[config.mk]
export PLATFORM = sky130hd
export DESIGN_NAME = atm_keypad_entry
export DESIGN_NICKNAME = d
export VERILOG_FILES = /design/src/rtl/atm_keypad_entry.sv
export SDC_FILE = /design/constraint.sdc
export NUM_CORES = 1
export LEC_CHECK = 0
export ABC_CLOCK_PERIOD_IN_PS = 3900
export CAP_MARGIN = 20
export CORE_ASPECT_RATIO = 1.75
export CORE_MARGIN = 8
export CORE_UTILIZATION = 52
export CTS_CLUSTER_DIAMETER = 40
export CTS_CLUSTER_SIZE = 40
export DETAILED_ROUTE_END_ITERATION = 7
export PLACE_DENSITY = 0.75
export SLEW_MARGIN = 10
export SYNTH_ARGS = -nofsm -noshare
export SYNTH_HDL_FRONTEND = slang
export SYNTH_SLANG_ARGS = --single-unit
export TNS_END_PERCENT = 20
[constraint.sdc]
create_clock -name clk -period 3.9 [get_ports clk]
set_input_delay 0.78 -clock clk [delete_from_list [all_inputs] [get_ports clk]]
set_output_delay 0.78 -clock clk [all_outputs]
set_load 0.03 [all_outputs]
[src/rtl/atm_keypad_entry.sv]
// Keypad front-end for the ATM controller: assembles account, PIN, operation and
// amount from single key presses and hands one request per transaction downstream.
module atm_keypad_entry #(
    parameter int         PIN_DIGITS  = 4,
    parameter int         AMT_DIGITS  = 9,
    parameter logic [7:0] OP_AMT_MASK = 8'b0011_0000
) (
    input  logic        clk,
    input  logic        rst,
    input  logic        key_valid,
    input  logic [3:0]  key_code,
    input  logic        req_ready,
    output logic        req_valid,
    output logic [3:0]  acc_num,
    output logic [15:0] pin,
    output logic [2:0]  operation,
    output logic [31:0] amount,
    output logic [2:0]  entry_state,
    output logic [3:0]  digit_count,
    output logic        err
);

    // Request handshake: req_valid rises when the last ENTER is accepted and stays
    // high with all fields frozen until a rising edge sees req_ready=1; the request
    // is transferred on that edge and req_valid drops in the following cycle.

    typedef enum logic [2:0] {
        S_IDLE  = 3'd0,
        S_ACC   = 3'd1,
        S_PIN   = 3'd2,
        S_OP    = 3'd3,
        S_AMT   = 3'd4,
        S_ISSUE = 3'd5
    } state_t;

    localparam logic [3:0] PIN_MAX = 4'(PIN_DIGITS);
    localparam logic [3:0] AMT_MAX = 4'(AMT_DIGITS);

    localparam logic [3:0] KEY_ENTER  = 4'd10;
    localparam logic [3:0] KEY_CLEAR  = 4'd11;
    localparam logic [3:0] KEY_CANCEL = 4'd12;

    state_t      state_q, state_d;
    logic [3:0]  acc_q, acc_d;
    logic [15:0] pin_q, pin_d;
    logic [2:0]  op_q, op_d;
    logic [31:0] amt_q, amt_d;
    logic [3:0]  cnt_q, cnt_d;
    logic        err_q, err_d;

    logic        is_digit;
    logic        is_enter;
    logic        is_clear;
    logic        is_cancel;
    logic [19:0] pin_wide;
    logic [35:0] amt_wide;

    assign is_digit  = key_valid && (key_code <= 4'd9);
    assign is_enter  = key_valid && (key_code == KEY_ENTER);
    assign is_clear  = key_valid && (key_code == KEY_CLEAR);
    assign is_cancel = key_valid && (key_code == KEY_CANCEL);

    // Widened so *10+d cannot wrap before the digit-count limit is checked.
    assign pin_wide = 20'(pin_q) * 20'd10 + 20'(key_code);
    assign amt_wide = 36'(amt_q) * 36'd10 + 36'(key_code);

    always_ff @(posedge clk) begin
        if (rst) begin
            state_q <= S_IDLE;
            acc_q   <= '0;
            pin_q   <= '0;
            op_q    <= '0;
            amt_q   <= '0;
            cnt_q   <= '0;
            err_q   <= 1'b0;
        end else begin
            state_q <= state_d;
            acc_q   <= acc_d;
            pin_q   <= pin_d;
            op_q    <= op_d;
            amt_q   <= amt_d;
            cnt_q   <= cnt_d;
            err_q   <= err_d;
        end
    end

    always_comb begin
        state_d = state_q;
        acc_d   = acc_q;
        pin_d   = pin_q;
        op_d    = op_q;
        amt_d   = amt_q;
        cnt_d   = cnt_q;
        err_d   = 1'b0;

        case (state_q)
            S_IDLE: begin
                if (is_digit) begin
                    acc_d   = key_code;
                    cnt_d   = 4'd1;
                    state_d = S_ACC;
                end
            end

            S_ACC: begin
                if (is_cancel) begin
                    state_d = S_IDLE;
                    acc_d   = '0;
                    pin_d   = '0;
                    op_d    = '0;
                    amt_d   = '0;
                    cnt_d   = '0;
                end else if (is_clear) begin
                    acc_d = '0;
                    cnt_d = '0;
                end else if (is_digit) begin
                    acc_d = key_code;
                    cnt_d = 4'd1;
                end else if (is_enter) begin
                    if (cnt_q >= 4'd1) begin
                        state_d = S_PIN;
                        cnt_d   = '0;
                    end else begin
                        err_d = 1'b1;
                    end
                end
            end

            S_PIN: begin
                if (is_cancel) begin
                    state_d = S_IDLE;
                    acc_d   = '0;
                    pin_d   = '0;
                    op_d    = '0;
                    amt_d   = '0;
                    cnt_d   = '0;
                end else if (is_clear) begin
                    pin_d = '0;
                    cnt_d = '0;
                end else if (is_digit) begin
                    if (cnt_q < PIN_MAX) begin
                        pin_d = pin_wide[15:0];
                        cnt_d = cnt_q + 4'd1;
                    end else begin
                        err_d = 1'b1;
                    end
                end else if (is_enter) begin
                    if (cnt_q == PIN_MAX) begin
                        state_d = S_OP;
                        cnt_d   = '0;
                    end else begin
                        err_d = 1'b1;
                    end
                end
            end

            S_OP: begin
                if (is_cancel) begin
                    state_d = S_IDLE;
                    acc_d   = '0;
                    pin_d   = '0;
                    op_d    = '0;
                    amt_d   = '0;
                    cnt_d   = '0;
                end else if (is_clear) begin
                    op_d  = '0;
                    cnt_d = '0;
                end else if (is_digit) begin
                    if (key_code <= 4'd7) begin
                        op_d  = key_code[2:0];
                        cnt_d = 4'd1;
                    end else begin
                        err_d = 1'b1;
                    end
                end else if (is_enter) begin
                    if (cnt_q == 4'd0) begin
                        err_d = 1'b1;
                    end else if (OP_AMT_MASK[op_q]) begin
                        state_d = S_AMT;
                        cnt_d   = '0;
                    end else begin
                        state_d = S_ISSUE;
                        amt_d   = '0;
                        cnt_d   = '0;
                    end
                end
            end

            S_AMT: begin
                if (is_cancel) begin
                    state_d = S_IDLE;
                    acc_d   = '0;
                    pin_d   = '0;
                    op_d    = '0;
                    amt_d   = '0;
                    cnt_d   = '0;
                end else if (is_clear) begin
                    amt_d = '0;
                    cnt_d = '0;
                end else if (is_digit) begin
                    if (cnt_q < AMT_MAX) begin
                        amt_d = amt_wide[31:0];
                        cnt_d = cnt_q + 4'd1;
                    end else begin
                        err_d = 1'b1;
                    end
                end else if (is_enter) begin
                    if (cnt_q >= 4'd1) begin
                        state_d = S_ISSUE;
                        cnt_d   = '0;
                    end else begin
                        err_d = 1'b1;
                    end
                end
            end

            S_ISSUE: begin
                // Keys are deliberately ignored here so a request can never change under the ATM.
                if (req_ready) begin
                    state_d = S_IDLE;
                    acc_d   = '0;
                    pin_d   = '0;
                    op_d    = '0;
                    amt_d   = '0;
                    cnt_d   = '0;
                end
            end

            default: begin
                state_d = S_IDLE;
                acc_d   = '0;
                pin_d   = '0;
                op_d    = '0;
                amt_d   = '0;
                cnt_d   = '0;
            end
        endcase
    end

    assign req_valid   = (state_q == S_ISSUE);
    assign acc_num     = acc_q;
    assign pin         = pin_q;
    assign operation   = op_q;
    assign amount      = amt_q;
    assign entry_state = state_q;
    assign digit_count = cnt_q;
    assign err         = err_q;

endmodule

Word level (Yosys, flattened, before mapping)

Memory sizes are Yosys's and may differ from the RTL's. A register that Yosys moved wholly into a read port is not among the register bits.
Index checks and enable logic that the tools add are counted.

Equality and inequality tests: 45
$add $sub $neg: 3
Bitwise logic cells: 1
Multiply operators: 2
Reductions and logical operators: 16
Mux-type cells: 104
Magnitude comparators: 6

Operators by type and width:

| operator                                           | count |
|---|---|
| 2-to-1 mux 32 bit                                  | 12 |
| case mux 32 bit (5 select lines)                   | 1 |
| 2-to-1 mux 4 bit                                   | 27 |
| 2-to-1 mux 16 bit                                  | 6 |
| 2-to-1 mux 3 bit                                   | 29 |
| case mux 16 bit (4 select lines)                   | 1 |
| != test 3 bit, second input constant               | 17 |
| != test 5 bit, second input constant               | 7 |
| adder 32 x 4 -> 32 bit                             | 1 |
| multiplier 32 x 3 -> 31 bit, second input constant | 1 |
| != test 4 bit, second input constant               | 6 |
| case mux 4 bit (6 select lines)                    | 1 |
| 2-to-1 mux 1 bit                                   | 23 |
| case mux 3 bit (6 select lines)                    | 1 |
| AND reduction 18 bit                               | 1 |
| adder 16 x 4 -> 16 bit                             | 1 |
| multiplier 16 x 3 -> 15 bit, second input constant | 1 |
| case mux 4 bit (4 select lines)                    | 1 |
| equality test 4 bit, second input constant         | 3 |
| case mux 3 bit (4 select lines)                    | 1 |
| AND reduction 10 bit                               | 1 |
| AND reduction 5 bit                                | 2 |
| AND reduction 9 bit                                | 1 |
| OR reduction 3 bit                                 | 3 |
| other kinds (20)                                   | 29 |

Bits of input ports: 8
Logic and storage cells: 185
Bits in read-only memories: 8
Bits in registers: 63
Output and inout port bits: 64
Memories: 1

Memory list:

| memory          | depth | width | rd ports | clocked after memory_dff | wr ports | RTL line | RTL |
|---|---|---|---|---|---|---|---|
| (no name shown) | 8     | 1     | 1        | 1                        | 0        | 178      | `end else if (OP_AMT_MASK[op_q]) begin` |

Depth between registers and ports, before layout

Depth after elaboration: 9
Gate-level depth with buffers: 14
Gate-level depth less buffers: 14

Worst setup path before layout

Ideal clock, no wire load.

Kind: reg2reg
Start point: register amt_q[1], in the netlist amount[1]
End point: register amt_q[22], in the netlist amount[22]
Setup slack: 0.216 ns
Period minus slack after synthesis: 3.684 ns
Arrival time: 3.567 ns
Library setup time: 0.117 ns
Buffers on the path: 0
Data required time: 3.783 ns
Cell stages (with the launch flop): 14
Cell sequence: dfxtp_1 > ha_1 > ha_1 > fa_1 > a21o_1 > and4_1 > o21a_1 > o21a_1 > nor4b_2 > and3_1 > nand4_2 > nor4_1 > xnor2_1 > a22o_1

Cells in the longest elaborated chain, start to end: 7

Ends and longest elaborated chain:

| what                             | RTL line | RTL |
|---|---|---|
| start: declaration               | 47       | `logic [31:0] amt_q, amt_d;` |
| start signal: assignment         | 81       | `amt_q <= amt_d;` |
| multiplier 32 x 3 -> 31 bit      | 65       | `assign amt_wide = 36'(amt_q) * 36'd10 + 36'(key_code);` |
| adder 32 x 4 -> 32 bit           | 65       |  |
| 2-to-1 mux 32 bit                | 201      | `if (cnt_q < AMT_MAX) begin` |
| 2-to-1 mux 32 bit                | 200      | `end else if (is_digit) begin` |
| 2-to-1 mux 32 bit                | 197      | `end else if (is_clear) begin` |
| 2-to-1 mux 32 bit                | 190      | `if (is_cancel) begin` |
| case mux 32 bit (5 select lines) | 96       | `case (state_q)` |

No other way between the ends. The select of a mux whose other input is x is not followed.
A chain may end at the register's enable or synchronous reset.

Final worst setup path

Start point: register amt_q[3], in the netlist amount[3]
End point: register amt_q[31], in the netlist amount[31]

The elaborated chain is that of the path after synthesis.

==> results by group <==
Floorplanning
  – Starting Density: between 50% and 60%
  – Row count: 53
  – IO Pins: 72
  – Die area: ~16,000 sq um
  – Vert. Die Dim: between 150 and 200 microns
  – Core Region: between 10,000 and 15,000 sq um
  – Die width: around 100 microns

Layout
  – Reg area: roughly 1300 sq um
  – Post-Layout Inst Area: just under 8000 sq um
  – Layout Area Growth over Synthesis: 24.0%
  – Ant. Diodes: 0
  – Layout cells sized above 1: approximately a tenth
  – Final nets: ~1,000
  – Area of the multi-input gates: approximately 5000 sq um
  – # fillers: roughly 1,100

Power
  – Power density cells: about 270 nW/um^2
  – Maximum vdd drop: roughly 0.2 mV
  – Pleak: 0.00359 uW

Timing
  – # setup viols final: 0
  – Pins Over Slew Limit: 0
  – Setup TNS: 0 ns
  – Final min period: 3.75 ns
  – Worst rel slew slack: between 50% and 60%
  – FMAX: between 200 and 300 MHz
  – Actual slew at the worst max-slew pin: 0.738 ns
  – Final setup skew: around 0.0099 ns
  – Final Cycle Share: between 90% and 100%
  – Fin. Hold Viols: 0

Clock tree
  – CTS Buf Count: 9
  – Skew-Pair Late Insertion Delay: between 0.3 and 0.4 ns
  – Clock slew at reported path FFs: 0.05 ns
  – H-tree Lvls: 3
  – Clock sink total: 64
  – Clock Path Buffers: 2
  – Root buffer cell: clkbuf_16
  – CTS tree: done

GRT
  – GR Util All Layers: between 20% and 30%
  – Vias in the first global route: approximately 7,000
  – First-pass GRT wire length: about 33 mm
  – Global-route track usage on met2: between 50% and 60%
  – GRT met3 Usage: 3.60%
  – Busiest layer in global routing: met2
  – Largest net degree at the start of global routing: 30
  – Antenna violations before repair: 0
  – GRT met1 Usage: 22.7%
  – Aggregate global routing overflow: 0

Yosys
  – Sequential element share of the synthesized area: roughly a fifth
  – Top_reg_cell synth: dfxtp_1
  – Post-synth EDFFs: 0
  – Cells after Synth: around 820
  – Syn avg cell area: a little under 8 sq um
  – Post-Synthesis Net Count: between 900 and 1,000
  – Synth Register Bits: 64
  – Synth area leader: dfxtp_1
  – Cell area after synthesis: between 6000 and 7000 sq um
  – Ys async rst share: 0%
  – YS warnings: 0
  – Top cells by area, synth: dfxtp_1 (20%), ha_1 (17%), nor2_1 (5.9%), xnor2_1 (5.7%), a21oi_1 (4.4%)
  – Yosys cell types: 71
  – Top-area cell type share of the netlist area: 20.0%

Critical path
  – Largest stage delay on the critical path: just over 0.4 ns
  – Crit-path cells: ha_1 -> ha_1 -> fa_1 -> a21o_1 -> and4_1 -> o21a_1 -> o21ai_0 -> xnor2_1 -> and3_1 -> nand4_1 -> buf_4 -> nor4_4 -> xnor2_1 -> a22o_1
  – Critical Setup Path Class: flip-flop to flip-flop
  – CP arrival: roughly 4 ns
  – Crit start category: flip-flop
  – Critical Path RT: a little over 4 ns
  – Setup crit end kind: flip-flop
  – Max FO, Critical Path: 6
  – Slowest cell on the critical path: fa_1

Route
  – Iter 0 DRT Violations: between 200 and 300
  – Pre-Repair DR Iteration Count: 5
  – Via count: about 6,700
  – ANT nets after route: 0
  – # DRC: 0
  – Mean routed wirelength per cell: between 15 and 20 microns
  – Routed WL: around 21 mm
  – DR vias/cell: between 6 and 7

Placement
  – Post-DP HPWL: 16.5 mm
  – IO Port Bufs: roughly 70
  – GPL Wtd Cong: between 0.9 and 1
  – Placement Cell Area: approximately 7600 sq um

Job
  – MaxCap Viol Count: 0

Outcome
  – Status: complete, no violations

Hold path
  – Hold Crit Class: flip-flop to flip-flop
## synthesized netlist by cell type (9+ instances only)
master	number
o21ai_0	39
a22oi_1	27
xor2_1	30
nor2_1	101
nand2_1	72
nand3_1	24
o21a_1	9
xnor2_1	42
clkbuf_1	28
inv_1	23
dfxtp_1	64
a21o_1	16
nor2b_1	9
ha_1	88
a22o_1	12
nor3_1	25
a21oi_1	57
nor4_1	9
## repair_timing
action | CTS | global route
setup buffers | 0 | 2
resized for setup | 0 | 10
setup endpoints to repair | 0 | 9
hold buffers | 0 | 0
endpoints found under the hold margin | 0 | 0
## metal layers
layer / vias up / part of all wire [%]
li1: 3218 / -
met1: 3143 / 34
met2: 219 / 56
met3: 82 / 3.4
met4: 0 / 6.5
met5: - / 0
## worst max-delay path: cells and delay by family (launching register included)
family          cells  cell delay, ns
flops               1            0.40
xor+xnor            2            0.31
compound gates      4            0.92
buf+inv             1            0.20
fa+ha+maj           3            0.92
simple gates        4            0.91
## sequential cells by signal (all words and copies together), names as in the netlist, named ones only
| register | flops |
|---|---|
| pin | 16 |
| digit_count | 4 |
| entry_state | 3 |
| acc_num | 4 |
| amount | 32 |
| err | 1 |
| operation | 3 |
## final cells by class
| cell class | count | share of cell area, % |
|---|---|---|
| multi-input cells | 704 | 62.8 |
| flip-flops and latches | 64 | 16.1 |
| repair buffers | 119 | 13.6 |
| clock buffers | 12 | 3.35 |
| well taps | 165 | 2.59 |
| inverters | 23 | 1.08 |
| clock inverters | 3 | 0.503 |
## through the flow
step                util, %  setup slack, ns  std cells  hold WS (ns)  power, uW
finish                 66.3            0.148       1090         0.488       2160
global route           66.3          -0.0125       1090         0.522       2260
CTS                    65.7           0.0683       1088         0.495       2170
detailed placement     63.2           0.0307       1073         0.482       1320
global placement       63.2           0.0816       1073         0.474       1310
floorplan                 -            0.216        822         0.574       1120
## cells by family after synthesis
family,count (synthesis),synth area share [%]
flip-flops,64,20.0
XOR/XNOR,73,10.2
multiplexers,5,0.799
AO/OA/AOI/OAI,226,23.4
buffers and inverters,54,3.20
AND/OR/NAND/NOR,306,23.7
adder cells (fa/ha/maj),94,18.7
## layout by cell type, fill, tap and decap left out, types with 5 or more instances in the layout
| master | count |
|---|---|
| a211oi_1 | 7 |
| a21o_1 | 16 |
| a21oi_1 | 57 |
| a22o_1 | 12 |
| a22oi_1 | 27 |
| a31oi_1 | 6 |
| and2_1 | 8 |
| and3_1 | 6 |
| buf_4 | 47 |
| clkbuf_16 | 9 |
| clkdlybuf4s50_1 | 70 |
| dfxtp_1 | 64 |
| ha_1 | 88 |
| inv_1 | 23 |
| nand2_1 | 72 |
| nand2b_1 | 8 |
| nand3_1 | 24 |
| nand4_1 | 8 |
| nor2_1 | 101 |
| nor2b_1 | 9 |
| nor3_1 | 22 |
| nor4_1 | 7 |
| o211ai_1 | 6 |
| o21a_1 | 9 |
| o21ai_0 | 39 |
| o22ai_1 | 5 |
| or3_1 | 5 |
| xnor2_1 | 41 |
| xor2_1 | 30 |
## worst paths after layout
path / from / end / slack (ns) / depth (start not counted)
hold reg to reg: acc_num[0]$_SDFFE_PP0P_ / acc_num[0]$_SDFFE_PP0P_ / 0.49 / 2
setup / recovery: amount[3]$_SDFFE_PP0P_ / amount[31]$_SDFFE_PP0P_ / 0.15 / 14
hold / removal: acc_num[0]$_SDFFE_PP0P_ / acc_num[0]$_SDFFE_PP0P_ / 0.49 / 2
setup reg to reg: amount[3]$_SDFFE_PP0P_ / amount[31]$_SDFFE_PP0P_ / 0.15 / 14
## report_power, final
group / internal [uW] / switching (uW)
logic: 212 / 370
registers: 678 / 54.1
clock network: 541 / 305
total: 1430 / 729
No activity file was read; power rests on OpenSTA's default activity.
